## src/rtl/thres_lane_resizer.sv

```systemverilog
// Lane-count resizer behind the thresholding core: gathers narrow beats into
// wide ones, scatters wide beats into narrow ones, or passes lanes through
// unchanged. Lane 0 is always in the LSBs and channel order is preserved.
module thres_lane_resizer #(
   parameter int BITS   = 4,
   parameter int PE_IN  = 4,
   parameter int PE_OUT = 2
) (
   input  logic                     clk,
   input  logic                     rst,
   output logic                     irdy,
   input  logic                     ivld,
   input  logic [PE_IN*BITS-1:0]    idat,
   input  logic                     ordy,
   output logic                     ovld,
   output logic [PE_OUT*BITS-1:0]   odat
);
   localparam int IW = PE_IN * BITS;
   localparam int OW = PE_OUT * BITS;
   localparam int R  = (PE_IN > PE_OUT) ? PE_IN / PE_OUT : PE_OUT / PE_IN;
   localparam int CW = (R > 1) ? $clog2(R) : 1;
   localparam logic [CW-1:0] CNT_LAST = CW'(R - 1);

   logic          ovld_q, ovld_d;
   logic [OW-1:0] odat_q, odat_d;
   logic [CW-1:0] cnt_q, cnt_d;
   logic          irdy_c;
   logic          in_xfer;
   logic          out_xfer;

   assign irdy     = !rst && irdy_c;
   assign ovld     = ovld_q;
   assign odat     = odat_q;
   assign in_xfer  = irdy && ivld;
   assign out_xfer = ovld_q && ordy;

   generate
      if ((PE_IN % PE_OUT != 0) && (PE_OUT % PE_IN != 0)) begin : g_bad_ratio
         $error("thres_lane_resizer: PE_IN and PE_OUT must divide one another");
      end

      if (PE_IN == PE_OUT) begin : g_pass
         // Single output register, full throughput.
         always_comb begin
            irdy_c = !ovld_q || ordy;
            ovld_d = ovld_q;
            odat_d = odat_q;
            cnt_d  = '0;
            if (in_xfer) begin
               ovld_d = 1'b1;
               odat_d = idat;
            end else if (out_xfer) begin
               ovld_d = 1'b0;
            end
         end
      end else if (PE_OUT > PE_IN) begin : g_gather
         localparam int AW = (R - 1) * IW;
         logic [AW-1:0] a_q, a_d;

         // Partial beats go into the assembly register; the last beat of a
         // word is concatenated on top of it straight into the output register.
         always_comb begin
            irdy_c = (cnt_q != CNT_LAST) || !ovld_q || ordy;
            ovld_d = ovld_q;
            odat_d = odat_q;
            cnt_d  = cnt_q;
            a_d    = a_q;
            if (out_xfer) begin
               ovld_d = 1'b0;
            end
            if (in_xfer) begin
               if (cnt_q != CNT_LAST) begin
                  a_d[cnt_q*IW +: IW] = idat;
                  cnt_d               = cnt_q + 1'b1;
               end else begin
                  odat_d = {idat, a_q};
                  ovld_d = 1'b1;
                  cnt_d  = '0;
               end
            end
         end

         // Assembly register; cleared on reset so a partial word never leaks.
         always_ff @(posedge clk) begin
            if (rst) a_q <= '0;
            else     a_q <= a_d;
         end
      end else begin : g_scatter
         logic [IW-1:0] h_q, h_d;
         logic [CW-1:0] cnt_nx;

         // Hold the wide beat and step through its sub-words; a new beat can
         // load in the same cycle the last sub-word leaves, avoiding a bubble.
         always_comb begin
            irdy_c = !ovld_q || (ordy && (cnt_q == CNT_LAST));
            cnt_nx = cnt_q + 1'b1;
            ovld_d = ovld_q;
            odat_d = odat_q;
            cnt_d  = cnt_q;
            h_d    = h_q;
            if (in_xfer) begin
               h_d    = idat;
               odat_d = idat[OW-1:0];
               ovld_d = 1'b1;
               cnt_d  = '0;
            end else if (out_xfer) begin
               if (cnt_q != CNT_LAST) begin
                  cnt_d  = cnt_nx;
                  odat_d = h_q[cnt_nx*OW +: OW];
               end else begin
                  ovld_d = 1'b0;
                  cnt_d  = '0;
               end
            end
         end

         // Hold register for the wide beat being scattered.
         always_ff @(posedge clk) begin
            if (rst) h_q <= '0;
            else     h_q <= h_d;
         end
      end
   endgenerate

   // Output register and beat counter shared by all modes.
   always_ff @(posedge clk) begin
      if (rst) begin
         ovld_q <= 1'b0;
         odat_q <= '0;
         cnt_q  <= '0;
      end else begin
         ovld_q <= ovld_d;
         odat_q <= odat_d;
         cnt_q  <= cnt_d;
      end
   end

   a_hold_stable: assert property (@(posedge clk) disable iff (rst)
      (ovld_q && !ordy) |=> (ovld_q && $stable(odat_q)));

   a_cnt_range: assert property (@(posedge clk) disable iff (rst)
      cnt_q <= CNT_LAST);
endmodule

```

## config.mk

```make
export PLATFORM = sky130hd
export DESIGN_NAME = thres_lane_resizer
export DESIGN_NICKNAME = d
export VERILOG_FILES = /design/src/rtl/thres_lane_resizer.sv
export SDC_FILE = /design/constraint.sdc
export NUM_CORES = 1
export LEC_CHECK = 0
export ABC_AREA = 1
export CORE_UTILIZATION = 47
export DETAILED_ROUTE_END_ITERATION = 8
export MAX_ROUTING_LAYER = met4
export PLACE_DENSITY = 0.81
export SLEW_MARGIN = 20
export SYNTH_ARGS = -nofsm -noshare
export SYNTH_HDL_FRONTEND = slang
export SYNTH_SLANG_ARGS = --single-unit
```

## constraint.sdc

```tcl
create_clock -name clk -period 2.85 [get_ports clk]
set_input_delay 0.285 -clock clk [delete_from_list [all_inputs] [get_ports clk]]
set_output_delay 0.285 -clock clk [all_outputs]
set_load 0.02 [all_outputs]
```

### Word level (Yosys, flattened, before mapping)

Index checks and enable logic that the tools add are counted.

* register bits: 26
* input port bits: 20
* output and inout bits: 10
* logic and storage cells: 26

* $add $sub $neg: 1
* equality and inequality tests: 1
* shift operators: 1
* mux-type cells: 7
* reductions and logical operators: 12

Operators with widths (count)
* 2-to-1 mux 8 bit: 3
* indexed part select 16 x 5 -> 8 bit: 1
* logical AND 1 bit: 4
* 2-to-1 mux 1 bit: 4
* AND reduction 2 bit: 2
* nonzero test 2 bit: 2
* logical NOT 1 bit: 2
* != test 2 x 1 -> 1 bit (second input constant): 1
* OR reduction 2 bit: 1
* adder 1 bit (second input constant): 1
* logical OR 1 bit: 1

### Depth between registers and ports, before layout

* word-level depth: 6
* mapped depth: 8
* depth with buffers taken out: 7

### Worst setup path before layout

No wires, ideal clock.

* kind: register -> register
* from: register ovld_q (netlist: ovld)
* to: register odat_q[0] (netlist: odat[0])
* library setup time: 0.062 ns
* data arrival time: 1.153 ns
* required time: 2.788 ns
* setup slack: 1.636 ns
* cell stages (with the launch flop): 7
* path buffers: 0
* period minus slack after synthesis: 1.214 ns
* cells stage by stage: dfxtp_1 nand2_1 nor2_4 inv_2 nand3_1 nand2_1 nor2_2

* longest elaborated chain between the ends: 6
* elaborated cells on any way between the ends: 9
* classes of those cells: eq/ne (1); mux (1); reduce/logical (7)

Ends and longest elaborated chain
* start: declaration: RTL line 24 `logic ovld_q, ovld_d;`
* start signal: assignment: RTL line 132 `ovld_q <= ovld_d;`
* logical NOT 1 bit: RTL line 95 `irdy_c = !ovld_q || (ordy && (cnt_q == CNT_LAST));`
* logical OR 1 bit: RTL line 95
* logical AND 1 bit: RTL line 31 `assign irdy = !rst && irdy_c;`
* logical AND 1 bit: RTL line 34 `assign in_xfer = irdy && ivld;`
* != test 2 x 1 -> 1 bit (no line) / nonzero test 2 bit (equally long branches)
* AND reduction 2 bit (no line)
* end signal: assignment: RTL line 133 `odat_q <= odat_d;`
* end: declaration: RTL line 25 `logic [OW-1:0] odat_q, odat_d;`

Several ways; a longest one is shown, not always the timed one.
A chain may end at the register's enable or synchronous reset.

### Final worst setup path

* from: input port ordy
* to: output port irdy

* longest elaborated chain between the ends: 3

Ends and longest elaborated chain
* start: declaration: RTL line 14 `input logic ordy,`
* logical AND 1 bit: RTL line 95
* logical OR 1 bit: RTL line 95
* logical AND 1 bit: RTL line 31
* end: declaration: RTL line 11 `output logic irdy,`

Every way passes these cells.

==> flow_summary.yaml <==
layout:
  final_core_util: 0.7011
  area_growth_pct: 35.92
  layout-drive-gt1-share: 0.1304
  final_cell_mix: "35 x nand2_1, 29 x clkdlybuf4s50_1, 24 x inv_1"
  instances_no_fill: 186
  final_common_cell: "nand2_1"
  fin_nets: 182
  antenna_cells: 0
hold_path:
  hp-class: "reg -> reg"
  hold_path_startpoint: "g_scatter.h_q[12]"
sta:
  fin_skew_ns: 0.004482
  tns_ns: 0
  setup_violations: 0
  slew_viol_final: 0
  postLayoutSetupSlackWorst_ns: 0.7957
  fin_crit_ns: 2.054
  hold_viol: 0
  max_slew_margin: 0.7981
  rsz0062_at_grt: "false"
  tightest_slew_ns: 0.3024
  timing.final.crit_share: 0.7208
  fmax_mhz: 486.8
drt:
  routed_wl_mm: 1.890
  wire_per_inst_microns: 10.16
  drc: 0
  via_per_inst: 4.828
  antenna_left: 0
  first_pass_iters: 4
  drtIter0Drc: 14
  vias: 898
clock_tree:
  clock-sinks: 18
  cts_resized: 0
  cts_hold_buf: 0
  clk_latency_ns: 0.30
  clock_tree.root_cell: "clkbuf_4"
  cts-buffers-inserted: 3
  cts_tree: "done"
  post_cts_buffers: 0
  h-tree-depth: 1
  clk_path_buf_depth: 2
  cts.clk_slew.worst_paths_ns: 0.10
power:
  seq_power_share: 0.471
  power_frac_clock: 0.275
  power.net_switching_mw: 0.1745
  internal_power_mw: 0.4220
  comb_power_share: 0.254
  swShare: 0.2925
  vdd_drop_max_v: 0.0003077
  power.total_mw: 0.5965
  powerDensity_nw_per_um2: 477.2
  p_leak_nw: 0.5822
synthesis:
  ys_seq_elements: 18
  netlist_instances: 132
  synth.top_cell.area_share: 0.3918
  ys_warn_count: 0
  synth_top_cell_by_area: "dfxtp_1"
  synthesis.nets: 152
  synth-seq-area-share: 0.3918
  synth_area_leaders: "dfxtp_1 39%, nand2_1 14%, inv_1 9.8%"
  syn-cell-area_sq_um: 919.6
  synthDistinctLibCells: 18
  synth.avg_cell_area_sq_um: 6.967
worst_setup_path:
  crit_path_start: "ordy"
  critPathCaptureType: "primary output"
  crit_type: "in -> out"
  arrival_ns: 1.77
  required_ns: 2.57
  worstSetupStartpointType: "input pin"
  path_max_fanout: 9
  reg2reg_from: "cnt_q"
floorplanning:
  die_h_microns: 46.24
  io_pins: 30
  initial_core_util: 0.5158
  die_w_microns: 46.24
  core-area_sq_um: 1783
  die_area_sq_um: 2138
  row_count: 15
global_route:
  grt_max_degree: 19
  grt_pass1_vias: 682
  grt_antenna_before_repair: 0
  gr-total-overflow: 0
  track_usage: 0.2068
  grt_pass1_wl_mm: 2.987
placed_design:
  dpl.cell_count: 182
  globalplace.congestion: 0.7611
  pre_cts_ws_ns: 0.8126
  post-dp-hpwl_mm: 1.359
  io_buffer_count: 29
run:
  cap_violations: 0
outcome:
  status: "completed"
Yosys cell counts (all sizes together):
cell    n
nand3  17
dfxtp  18
nor2    9
nand4   8
a21oi   3
nand2  37
inv    26
o21ai   8
buf     6
metrics by stage:
stage                     hold WS (ns)  instance area (sq um)
after detailed placement        0.4797                   1214
after CTS                       0.4947                   1250
after global placement          0.4631                   1214
final                           0.4893                   1250
after global routing            0.5174                   1250
after floorplan                 0.3541                  919.6
cells by family (layout without fill, tap and decap cells):
logic type,after synthesis,in the layout,share of synthesized area
DFF,18,18,0.3918
buffers and inverters,32,61,0.1524
and+or+nand+nor,71,71,0.3918
AOI/OAI and AO/OA,11,11,0.06395
power by group through the flow:
stage	Clock [mW]	Sequential, mW	Combinational, mW
after detailed placement	0	0.287	0.151
final	0.164	0.281	0.152
after CTS	0.165	0.281	0.153
after floorplan	0	0.300	0.0767
after global routing	0.177	0.283	0.167
after global placement	0	0.286	0.149
layout make-up:
cell class,instances,area [sq um]
repair buffers,31,305.3
inverters,26,97.59
clock buffers,4,36.28
fillers,159,533.0
flip-flops and latches,18,360.3
well taps,25,31.28
multi-input cells,82,419.2
layer usage:
metal / track usage / part of all wire / vias to the layer above
li1: - / - / 471
met1: 0.2745 / 0.48 / 392
met2: 0.2901 / 0.44 / 30
met3: 0.04706 / 0.051 / 5
met4: 0.1059 / 0.021 / 0
met5: - / 0 / -
flip-flops by register name, indices dropped and copies added (netlist names):
register	cells
g_scatter.h_q	8
odat	8
cnt_q	1
ovld	1
worst max-delay path, cell delays in order:
cell and delay [ns]:
clkdlybuf4s50_1 0.50, nand2_2 0.09, a21oi_2 0.12, buf_4 0.16, clkdlybuf4s50_1 0.61
path summary, 6_finish.rpt:
check                                    endpoint  slack [ns]  cells after the start
worst min register to register  g_scatter.h_q[12]        0.49                      2
worst min-delay path            g_scatter.h_q[12]        0.49                      2
worst max register to register  g_scatter.h_q[14]        1.45                      5
worst max-delay path                         irdy        0.80                      5
(Power assumes the default switching activity.)
